$ cat config.mk
export PLATFORM = sky130hd
export DESIGN_NAME = vpu_issue_ctrl_flat
export DESIGN_NICKNAME = d
export VERILOG_FILES = /design/src/rtl/vpu_issue_ctrl_if.sv /design/src/rtl/vpu_issue_ctrl.sv /design/src/flat_wrapper.sv
export SDC_FILE = /design/constraint.sdc
export NUM_CORES = 1
export LEC_CHECK = 0
export CAP_MARGIN = 0
export CORE_UTILIZATION = 45
export CTS_BUF_LIST = sky130_fd_sc_hd__clkbuf_8 sky130_fd_sc_hd__clkbuf_16
export DETAILED_ROUTE_END_ITERATION = 10
export PLACE_DENSITY = 0.8
export SLEW_MARGIN = 20
export SYNTH_ARGS = -nofsm -noshare
export SYNTH_HDL_FRONTEND = slang
export SYNTH_SLANG_ARGS = --single-unit
$ cat constraint.sdc
create_clock -name clk -period 2 [get_ports clk]
set_input_delay 0.4 -clock clk [delete_from_list [all_inputs] [get_ports clk]]
set_output_delay 0.4 -clock clk [all_outputs]
set_load 0.02 [all_outputs]
$ cat src/rtl/vpu_issue_ctrl_if.sv
// Instruction-memory read port and execute-stage issue handshake for vpu_issue_ctrl.
interface vpu_issue_ctrl_if #(
    parameter int unsigned PC_W = 8,
    parameter int unsigned IW   = 32
);
    logic            imem_en;
    logic [PC_W-1:0] imem_addr;
    logic [IW-1:0]   imem_rdata;
    logic [IW-1:0]   ir;
    logic            ir_valid;
    logic            ex_ready;

    // Sequencer side: drives the memory request and the instruction register.
    modport master (
        output imem_en,
        output imem_addr,
        input  imem_rdata,
        output ir,
        output ir_valid,
        input  ex_ready
    );

    // Memory / execute side.
    modport slave (
        input  imem_en,
        input  imem_addr,
        output imem_rdata,
        input  ir,
        input  ir_valid,
        output ex_ready
    );
endinterface

$ cat src/rtl/vpu_issue_ctrl.sv
// Fetch/issue sequencer: reads prog_len words from instruction memory starting at
// prog_base, drops illegal opcodes and hands legal ones to execute over valid/ready.
module vpu_issue_ctrl #(
    parameter int unsigned PC_W   = 8,
    parameter int unsigned IW     = 32,
    parameter logic [4:0]  MAX_OP = 5'b01011
) (
    input  logic                 clk,
    input  logic                 rst_n,
    input  logic                 start,
    input  logic                 abort,
    input  logic [PC_W-1:0]      prog_base,
    input  logic [PC_W-1:0]      prog_len,
    vpu_issue_ctrl_if.master     bus,
    output logic                 busy,
    output logic                 done,
    output logic                 illegal,
    output logic [PC_W-1:0]      issued_cnt
);

    localparam int unsigned OP_W = 5;

    typedef enum logic [2:0] {
        S_IDLE,
        S_FETCH,
        S_WAIT,
        S_ISSUE,
        S_FIN
    } state_t;

    state_t          state;
    state_t          state_nxt;
    logic [PC_W-1:0] pc;
    logic [PC_W-1:0] remaining;
    logic [IW-1:0]   ir_q;
    logic            ir_valid_q;
    logic            imem_en_q;
    logic [OP_W-1:0] opcode;
    logic            op_illegal;
    logic            last_insn;

    assign opcode     = bus.imem_rdata[IW-1 -: OP_W];
    assign op_illegal = (opcode > MAX_OP);
    assign last_insn  = (remaining == '0);

    // Next-state selection; abort only matters in the three working states.
    always_comb begin
        state_nxt = state;
        case (state)
            S_IDLE: begin
                if (start) begin
                    state_nxt = (prog_len == '0) ? S_FIN : S_FETCH;
                end
            end
            S_FETCH: begin
                state_nxt = abort ? S_IDLE : S_WAIT;
            end
            S_WAIT: begin
                if (abort) begin
                    state_nxt = S_IDLE;
                end else if (!op_illegal) begin
                    state_nxt = S_ISSUE;
                end else begin
                    state_nxt = last_insn ? S_FIN : S_FETCH;
                end
            end
            S_ISSUE: begin
                if (abort) begin
                    state_nxt = S_IDLE;
                end else if (bus.ex_ready) begin
                    state_nxt = last_insn ? S_FIN : S_FETCH;
                end
            end
            S_FIN: begin
                state_nxt = S_IDLE;
            end
            default: begin
                state_nxt = S_IDLE;
            end
        endcase
    end

    // State, datapath registers and registered outputs decoded from the upcoming state.
    always_ff @(posedge clk or negedge rst_n) begin
        if (!rst_n) begin
            state      <= S_IDLE;
            pc         <= '0;
            remaining  <= '0;
            ir_q       <= '0;
            issued_cnt <= '0;
            imem_en_q  <= 1'b0;
            ir_valid_q <= 1'b0;
            busy       <= 1'b0;
            done       <= 1'b0;
            illegal    <= 1'b0;
        end else begin
            state      <= state_nxt;
            imem_en_q  <= (state_nxt == S_FETCH);
            ir_valid_q <= (state_nxt == S_ISSUE);
            busy       <= (state_nxt != S_IDLE);
            done       <= (state_nxt == S_FIN);
            illegal    <= (state == S_WAIT) && !abort && op_illegal;

            case (state)
                S_IDLE: begin
                    if (start) begin
                        pc         <= prog_base;
                        remaining  <= prog_len;
                        issued_cnt <= '0;
                    end
                end
                S_FETCH: begin
                    if (!abort) begin
                        pc        <= pc + PC_W'(1);
                        remaining <= remaining - PC_W'(1);
                    end
                end
                S_WAIT: begin
                    if (!abort && !op_illegal) begin
                        ir_q <= bus.imem_rdata;
                    end
                end
                S_ISSUE: begin
                    // A handshake coinciding with abort still counts.
                    if (bus.ex_ready) begin
                        issued_cnt <= issued_cnt + PC_W'(1);
                    end
                end
                default: begin
                end
            endcase
        end
    end

    // pc is the fetch address register, so it drives imem_addr directly.
    assign bus.imem_en   = imem_en_q;
    assign bus.imem_addr = pc;
    assign bus.ir        = ir_q;
    assign bus.ir_valid  = ir_valid_q;

endmodule
$ cat src/flat_wrapper.sv
// flat-port wrapper written by rule: the top's interface ports become plain ports
module vpu_issue_ctrl_flat 
#(
    parameter int unsigned PC_W   = 8,
    parameter int unsigned IW     = 32,
    parameter logic [4:0]  MAX_OP = 5'b01011
)
  (clk, rst_n, start, abort, prog_base, prog_len, busy, done, illegal, issued_cnt, bus_imem_en, bus_imem_addr, bus_imem_rdata, bus_ir, bus_ir_valid, bus_ex_ready);
  vpu_issue_ctrl_if #(.PC_W(PC_W), .IW(IW)) bus_i ();
  input  logic clk;
  input  logic rst_n;
  input  logic start;
  input  logic abort;
  input  logic [PC_W-1:0] prog_base;
  input  logic [PC_W-1:0] prog_len;
  output logic busy;
  output logic done;
  output logic illegal;
  output logic [PC_W-1:0] issued_cnt;
  output wire logic [$bits(bus_i.imem_en)-1:0] bus_imem_en;
  output wire logic [$bits(bus_i.imem_addr)-1:0] bus_imem_addr;
  input wire logic [$bits(bus_i.imem_rdata)-1:0] bus_imem_rdata;
  output wire logic [$bits(bus_i.ir)-1:0] bus_ir;
  output wire logic [$bits(bus_i.ir_valid)-1:0] bus_ir_valid;
  input wire logic [$bits(bus_i.ex_ready)-1:0] bus_ex_ready;
  assign bus_imem_en = bus_i.imem_en;
  assign bus_imem_addr = bus_i.imem_addr;
  assign bus_i.imem_rdata = bus_imem_rdata;
  assign bus_ir = bus_i.ir;
  assign bus_ir_valid = bus_i.ir_valid;
  assign bus_i.ex_ready = bus_ex_ready;
  vpu_issue_ctrl #(.PC_W(PC_W), .IW(IW), .MAX_OP(MAX_OP)) u_core (.clk(clk), .rst_n(rst_n), .start(start), .abort(abort), .prog_base(prog_base), .prog_len(prog_len), .bus(bus_i), .busy(busy), .done(done), .illegal(illegal), .issued_cnt(issued_cnt));
endmodule
After elaboration in Yosys (flattened, before gate mapping)
Cells that the tools add are included.

Muxes and demuxes: 18. Add/sub/neg operators: 3. Equal/unequal tests: 9. Order comparisons: 1. Reduce and logical (&&, ||, !) cells: 14.

Operator list (count): 2-to-1 mux 8 bit (6); one-hot mux 8 bit (2 select lines) (3); 2-to-1 mux 3 bit (7); adder 8 x 1 -> 8 bit (second input constant) (2); zero test 8 bit (2); one-hot mux 3 bit (4 select lines) (1); equality test 3 x 2 -> 1 bit (second input constant) (3); subtractor 8 x 1 -> 8 bit (second input constant) (1); equality test 3 x 1 -> 1 bit (second input constant) (2); != test 2 bit (second input constant) (3); AND reduction 3 bit (2); greater-than comparator 5 x 4 -> 1 bit (second input constant) (1); nonzero test 2 bit (2); equality test 3 bit (second input constant) (1); logical AND 1 bit (3); zero test 3 bit (1); nonzero test 3 bit (1); zero test 1 bit (2); 2-to-1 mux 2 bit (1); AND reduction 2 bit (1).

Output and inout bits: 53. Register bits after elaboration: 64. Input port bits: 53. Word-level logic and storage cells: 55.

Logic depth before layout (Yosys ltp)
Gate-level depths: netlist of run 1.

Depth after elaboration: 6. Gate-level depth with buffers: 6. Mapped depth without buffers: 6.

Least setup slack after synthesis of run 1
Ideal clock, no wire load.

Path type: flip-flop to flip-flop. Start: reg u_core.remaining[0]. End: reg u_core.imem_en_q (netlist: u_core.bus.imem_en). Required time: 1.868 ns. Setup slack: 0.185 ns. Library setup time: 0.132 ns. Stages on the path, launching flop included: 7. Period minus slack after synthesis: 1.815 ns. Buffers on the path: 0. Arrival: 1.683 ns. Cells stage by stage: dfrtp_1 inv_1 ha_1 or4b_4 nand4b_4 a32o_2 nor2b_4.

Cells in the longest elaborated chain, start to end: 6. Elaborated cells between the ends (all ways): 8. Classes of those cells: eq/ne: 1; mux: 6; reduce/logical: 1.

RTL lines: start: declaration (line vpu_issue_ctrl.sv:34) `logic [PC_W-1:0] remaining;`; start signal: assignment (line vpu_issue_ctrl.sv:108) `remaining <= prog_len;`; start signal: assignment (line vpu_issue_ctrl.sv:115) `remaining <= remaining - PC_W'(1);`; zero test 8 bit * (line vpu_issue_ctrl.sv:44) `assign last_insn = (remaining == '0);`; 2-to-1 mux 3 bit * (line vpu_issue_ctrl.sv:64, vpu_issue_ctrl.sv:71); 2-to-1 mux 3 bit, on equally long branches (line vpu_issue_ctrl.sv:70, vpu_issue_ctrl.sv:61); 2-to-1 mux 3 bit, on equally long branches (line vpu_issue_ctrl.sv:68, vpu_issue_ctrl.sv:59); one-hot mux 3 bit (4 select lines) * (line vpu_issue_ctrl.sv:49) `case (state)`; via u_core.state_nxt[0] (line vpu_issue_ctrl.sv:32) `state_t state_nxt;`; equality test 3 x 1 -> 1 bit * (line vpu_issue_ctrl.sv:98) `imem_en_q <= (state_nxt == S_FETCH);`; end signal: assignment (line vpu_issue_ctrl.sv:98); end: declaration (line vpu_issue_ctrl.sv:37) `logic imem_en_q;`.

Mark *: on every way through the listed nets, which the timed path passes. The rest lies on a longest branch. A chain may end at the register's enable or synchronous reset.

Worst setup path in the final report of run 1
Start: reg u_core.remaining[1]. End: reg u_core.imem_en_q (netlist: u_core.bus.imem_en).

Same word-level chain as after synthesis.

==> results.toml, run 1 <==
[run_status]
run_status = "finished with violations"
failed_checks = "DRC"

[sta]
relSlewSlack = 0.590
period_minus_slack_ns = 1.95
grt_setup_unrepaired = "false"
clock.fmax_mhz = 512
fin_worst_hold_slack_ns = 0.0716
final.setup.tns_ns = 0
hold_viol_final = 0
ratio_of_final_minimum_period_to_clock_period = 0.977
final-setup-viol-count = 0
worst_pin_slew_ns = 0.615
maxSlewViolCount = 0
finClkSkew_ns = 0.00913

[yosys]
post_synth_xor_area_fraction = 0.0144
synth_compound_gate_area_share = 0.138
synthesized_area_fraction_occupied_by_adder_cells = 0.0124
yosys-mux-area-fraction = 0.126
synthCells = 264
synth.net_count = 320
syn-mean-instance-area_um2 = 11.5
asyncSetResetFlopFracSynth = 1.00
synth.distinct_cells = 51
number_of_flops_mapped_to_enable_cells_by_yosys = 0
yosys_register_bits = 64
yosys.area_share.simple = 0.149
mapped_area_um2 = 3030
yosysSeqAreaShare = 0.528
yosys_warnings = 0
dominantRegCellSynth = "dfrtp_1"
main_combinational_cell_family_by_area_after_synthesis = "simple AND/OR/NAND/NOR gates"

[min_path]
min-delay-path-class = "input pin to asynchronous set/reset pin"

[detailed_routing]
route.top_layer_used = "met4"
route.detailed.drc = 20
wl_per_cell_um = 15.4
wire_length_on_met2_um = 3560
postRouteAntennaNets = 0
met1_length_um = 3020
drt_iter0_markers = 146
avgViaCountPerCell = 5.45
wirelength_routed_um = 7150
firstDrtPassIters = 7
dr_vias = 2535
met3_length_um = 476

[setup_path]
required_ns = 2.23
worst-endpoint-arrival_ns = 2.19
crit_path_end_kind = "flip-flop"
timing.setup.critical_path_class = "flip-flop to flip-flop"
critPathLaunchType = "flip-flop"
path_max_fanout = 4

[floorplanning]
initial_util = 0.472
dieArea_um2 = 7080
io_pins = 106
std_cell_rows = 29
die_w_um = 84.1
die_y_um = 84.1
fp.coreArea_um2 = 6420

[cts]
clk_pin_slew_worst_paths_ns = 0.07
clock-root-buffer = "clkbuf_8"
cts-hold-fix-buffers = 0
number_of_levels_in_the_clock_h_tree = 3
insertion_delay_ns = 0.34
postCtsSetupBuffers = 0
cts-buffers-inserted = 9
max-clock-path-buffers = 2
cts_repair_resize_count = 0
tritoncts = "yes"
clock_sinks = 64

[place]
post-dp-hpwl_um = 5220
io_buffers = 105
finalWeightedCongestion = 0.839
place_area_um2 = 4250

[pwr]
seq_power_share = 0.366
power.share.clock = 0.214
power_frac_comb = 0.420
power_leakage_nw = 1.88
cell_internal_pwr_mw = 3.70
power.density_cell_area_nw_per_um2 = 1280
switching_component_of_the_power_mw = 2.00
power.ir.vdd_worst_mv = 0.762
p_sw_frac = 0.350

[final_layout]
num-nets-final = 439
mostFrequentLayoutCell = "clkdlybuf4s50_1"
top_library_cells_by_usage_in_the_layout_fill_and_taps_aside = "clkdlybuf4s50_1, dfrtp_1, mux2_2"
area_growth_pct = 47.3
drive_above_1_share = 0.198
fin_area_um2 = 4470
n_antenna_cell = 0

[global_route]
pin_count_of_the_biggest_net_entering_global_routing = 33
grtUsageTotal = 0.209
first_pass_grt_wire_length_um = 11700
number_of_antenna_violations_at_the_first_check_in_global_routing = 0
grt_pass1_vias = 2577
overflow = 0

[run]
maxCapViolCount = 0
==> cells by family (layout without fill, tap and decap cells) <==
| kind of cell | after synthesis | in the layout |
|---|---|---|
| mux | 34 | 34 |
| fa+ha+maj | 3 | 3 |
| buf+inv | 19 | 143 |
| simple gates | 78 | 78 |
| flops | 64 | 64 |
| xor+xnor | 5 | 5 |
| compound gates | 61 | 61 |
==> registers in the layout, summed over array words and instances (netlist names) <==
| signal | flops |
|---|---|
| u_core.issued_cnt | 8 |
| u_core.bus.ir_valid | 1 |
| u_core.remaining | 8 |
| u_core.busy | 1 |
| u_core.bus.imem_addr | 8 |
| u_core.done | 1 |
| u_core.bus.ir | 32 |
| u_core.bus.imem_en | 1 |
| u_core.state | 3 |
| u_core.illegal | 1 |
==> power groups by stage <==
stage,registers (mW),clock network (mW),logic [mW]
floorplan,2.52,0,0.821
global placement,2.07,0,2.35
detailed placement,2.10,0,2.39
CTS,2.09,1.24,2.41
global route,2.15,1.30,2.56
finish,2.09,1.22,2.39
==> per-layer routing <==
layer,track usage,vias up
li1,-,1205
met1,0.264,1218
met2,0.362,102
met3,0.0376,10
met4,0.0752,0
met5,0,-
==> through the flow <==
stage                     std cells  setup slack [ns]  total power [mW]  utilization
after floorplan                 264             0.185              3.35            -
after global placement          449            -0.107              4.42        0.662
after detailed placement        449            -0.142              4.49        0.662
after CTS                       465            0.0620              5.74        0.696
after global routing            465           0.00568              6.01        0.696
final                           465            0.0467              5.70        0.696
==> synth_stat cells (3+ instances only) <==
cell / instances / area [um2]
a21oi_1: 17 / 85.1
a2bb2oi_1: 4 / 35.0
and2_1: 3 / 18.8
buf_2: 6 / 30.0
clkbuf_1: 4 / 15.0
dfrtp_1: 64 / 1600
ha_1: 3 / 37.5
inv_1: 5 / 18.8
mux2_2: 33 / 372
nand2_1: 15 / 56.3
nand2b_1: 4 / 25.0
nand3_1: 11 / 55.1
nand4_1: 4 / 25.0
nor2_1: 13 / 48.8
nor3_1: 6 / 30.0
nor4_1: 3 / 18.8
o21ai_0: 18 / 90.1
o22ai_1: 7 / 43.8
xnor2_1: 3 / 26.3
==> final cells by class <==
type	instances	area (um2)
fillers	512	1950
flip-flops and latches	64	1600
multi-input cells	181	1330
repair buffers	122	1200
clock buffers	9	124
well taps	77	96.3
clock inverters	7	95.1
inverters	5	18.8
==> worst max-delay path, cell delays in order (launching register included) <==
cell and delay, ns:
dfrtp_1 0.40, inv_1 0.08, ha_1 0.21, or4b_4 0.52, nand4b_4 0.20, a32o_2 0.32
nor2b_4 0.12
==> worst paths after layout <==
check | start | end | slack (ns) | cells after the start
max | u_core.remaining[1]$_DFFE_PN0P_ | u_core.bus.imem_en$_DFF_PN0_ | 0.05 | 6
min in group clk | u_core.bus.ir[31]$_DFFE_PN0P_ | u_core.bus.ir[31]$_DFFE_PN0P_ | 0.49 | 1
max in group asynchronous | rst_n | u_core.issued_cnt[7]$_DFFE_PN0P_ | 1.34 | 2
min reg2reg | u_core.bus.ir[31]$_DFFE_PN0P_ | u_core.bus.ir[31]$_DFFE_PN0P_ | 0.49 | 1
max reg2reg | u_core.remaining[1]$_DFFE_PN0P_ | u_core.bus.imem_en$_DFF_PN0_ | 0.05 | 6
min | rst_n | u_core.remaining[0]$_DFFE_PN0P_ | 0.07 | 1
(Power assumes the default switching activity.)
==> run 2, diff against run 1 <==
REMOVE_ABC_BUFFERS = 1   (was unset)
SETUP_SLACK_MARGIN = 0.5   (was unset)
SLEW_MARGIN = 10   (was 20)
==> results.toml, run 2 (same netlist as run 1, synthesis figures left out) <==
[cts]
max-clock-path-buffers = 2
insertion_delay_ns = 0.32
clock_sinks = 64
cts-buffers-inserted = 9
clk_pin_slew_worst_paths_ns = 0.07
clock-root-buffer = "clkbuf_8"
cts-hold-fix-buffers = 0
number_of_levels_in_the_clock_h_tree = 3
tritoncts = "yes"

[final_layout]
drive_above_1_share = 0.284
n_antenna_cell = 0
area_growth_pct = 51.5
fin_util = 0.716
finish.cell_count_without_fillers = 475
mostFrequentLayoutCell = "dfrtp_1"
num-nets-final = 449
largest_register_ff_count = 32
top_library_cells_by_usage_in_the_layout_fill_and_taps_aside = "dfrtp_1, clkdlybuf4s50_1, dlygate4sd2_1"
fin_area_um2 = 4600
filler_cell_count = 494

[place]
io_buffers = 105
finalWeightedCongestion = 0.875
worst_slack_at_placement_ns = -0.146
place_area_um2 = 4250
dpl.cell_count = 449
post-dp-hpwl_um = 5280

[detailed_routing]
firstDrtPassIters = 7
wl_per_cell_um = 16.9
drt_iter0_markers = 157
avgViaCountPerCell = 5.48
dr_vias = 2602
route.detailed.drc = 30
postRouteAntennaNets = 0
wirelength_routed_um = 8050

[sta]
grt_setup_unrepaired = "true"
ratio_of_final_minimum_period_to_clock_period = 0.919
maxSlewViolCount = 0
worst_pin_slew_ns = 0.378
relSlewSlack = 0.746
period_minus_slack_ns = 1.84
finClkSkew_ns = 0.00630
hold_viol_final = 0
clock.fmax_mhz = 544
layout_setup_ws_ns = 0.163
final-setup-viol-count = 0

[setup_path]
critPathLaunchType = "flip-flop"
required_ns = 2.23
crit_path_end_kind = "flip-flop"
timing.setup.critical_path_class = "flip-flop to flip-flop"
crit_slowest_cell = "or4b_4"
cell_chain_of_the_critical_path = "inv_2 > ha_4 > or4b_4 > nand4b_4 > a32o_2 > nor2b_4"
worst-endpoint-arrival_ns = 2.06
path_max_fanout = 4
slowest_delay_ns = 0.48

[run_status]
failed_checks = "DRC"
run_status = "finished with violations"

[pwr]
power_leakage_nw = 2.09
seq_power_share = 0.382
power_frac_comb = 0.424
totalPowerFinal_mw = 5.47
switching_component_of_the_power_mw = 2.05
cell_internal_pwr_mw = 3.42
power.share.clock = 0.194
power.density_cell_area_nw_per_um2 = 1190
power.ir.vdd_worst_mv = 0.767
p_sw_frac = 0.375

[floorplanning]
fp.coreArea_um2 = 6420
io_pins = 106
die_w_um = 84.1
std_cell_rows = 29
dieArea_um2 = 7080
die_y_um = 84.1
initial_util = 0.472

[global_route]
grt_pass1_vias = 2622
first_pass_grt_wire_length_um = 13200
overflow = 0
number_of_antenna_violations_at_the_first_check_in_global_routing = 0
pin_count_of_the_biggest_net_entering_global_routing = 65
grtUsageTotal = 0.238

[min_path]
min-delay-path-class = "input pin to asynchronous set/reset pin"

[run]
maxCapViolCount = 0
-- run 2: cell count changes in the layout (fill, tap and decap cells not counted), moves of 4 or more --
cell	delta
clkdlybuf4s50_1	-56
dlygate4sd2_1	+39
clkdlybuf4s15_2	+7
buf_4	+4
buf_6	+4
clkbuf_2	+4
clkdlybuf4s15_1	+4
dfrtp_1	-4
dfrtp_2	+4
-- run 2: area by class of cell --
class | count | area (um2) | share of cell area
sequential | 64 | 1610 | 0.349
multi-input combinational | 181 | 1400 | 0.305
timing repair buffer | 132 | 1280 | 0.279
clock buffer | 9 | 124 | 0.0269
tap | 77 | 96.3 | 0.0210
clock inverter | 7 | 63.8 | 0.0139
inverter | 5 | 18.8 | 0.00408
-- run 2: path summary, 6_finish.rpt --
check                                                 from                                  end  slack (ns)  cells after the start
max                        u_core.remaining[1]$_DFFE_PN0P_         u_core.bus.imem_en$_DFF_PN0_        0.16                      6
min                                                  rst_n        u_core.bus.ir[12]$_DFFE_PN0P_        0.08                      2
max reg2reg                u_core.remaining[1]$_DFFE_PN0P_         u_core.bus.imem_en$_DFF_PN0_        0.16                      6
min reg2reg                  u_core.bus.ir[31]$_DFFE_PN0P_        u_core.bus.ir[31]$_DFFE_PN0P_        0.49                      1
max in group asynchronous                            rst_n  u_core.bus.imem_addr[2]$_DFFE_PN0P_        1.61                      2
min in group clk                        bus_imem_rdata[29]        u_core.bus.ir[29]$_DFFE_PN0P_        0.44                      2
-- run 2: power by group through the flow --
stage	combinational (mW)	sequential (mW)	clock, mW
6_report	2.32	2.09	1.06
3_5_place_dp	2.43	2.12	0
3_3_place_gp	2.37	2.08	0
5_1_grt	2.48	2.15	1.15
2_1_floorplan	0.778	2.53	0
4_1_cts	2.25	2.08	1.09
-- run 2: stage by stage --
step | setup TNS (ns) | hold WS (ns)
after floorplan | -11.00 | 0.104
after global placement | -0.321 | 0.439
after detailed placement | -0.455 | 0.452
after CTS | 0 | 0.0833
after global routing | 0 | 0.0895
final | 0 | 0.0829
-- run 2: worst max-delay path, delay by kind of cell, from the launching register on --
family / cells / cell delay (ns)
buffers and inverters: 1 / 0.09
flip-flops: 1 / 0.43
AO/OA/AOI/OAI: 1 / 0.30
adder cells (fa/ha/maj): 1 / 0.13
AND/OR/NAND/NOR: 3 / 0.79
-- run 2: metal layers --
layer,part of all wire,vias up,global-route usage
met5,0,-,0
met4,0.0092,0,0.0737
met3,0.069,4,0.0435
met2,0.50,111,0.391
met1,0.42,1263,0.323
li1,-,1224,-
-- run 2: timing repair --
| action | CTS | global route |
|---|---|---|
| endpoints found under the setup margin | 110 | 67 |
| resized for setup | 85 | 25 |
| cloned | 2 | 0 |
| buffers inserted | 6 | 2 |
| pin swaps | 6 | 5 |
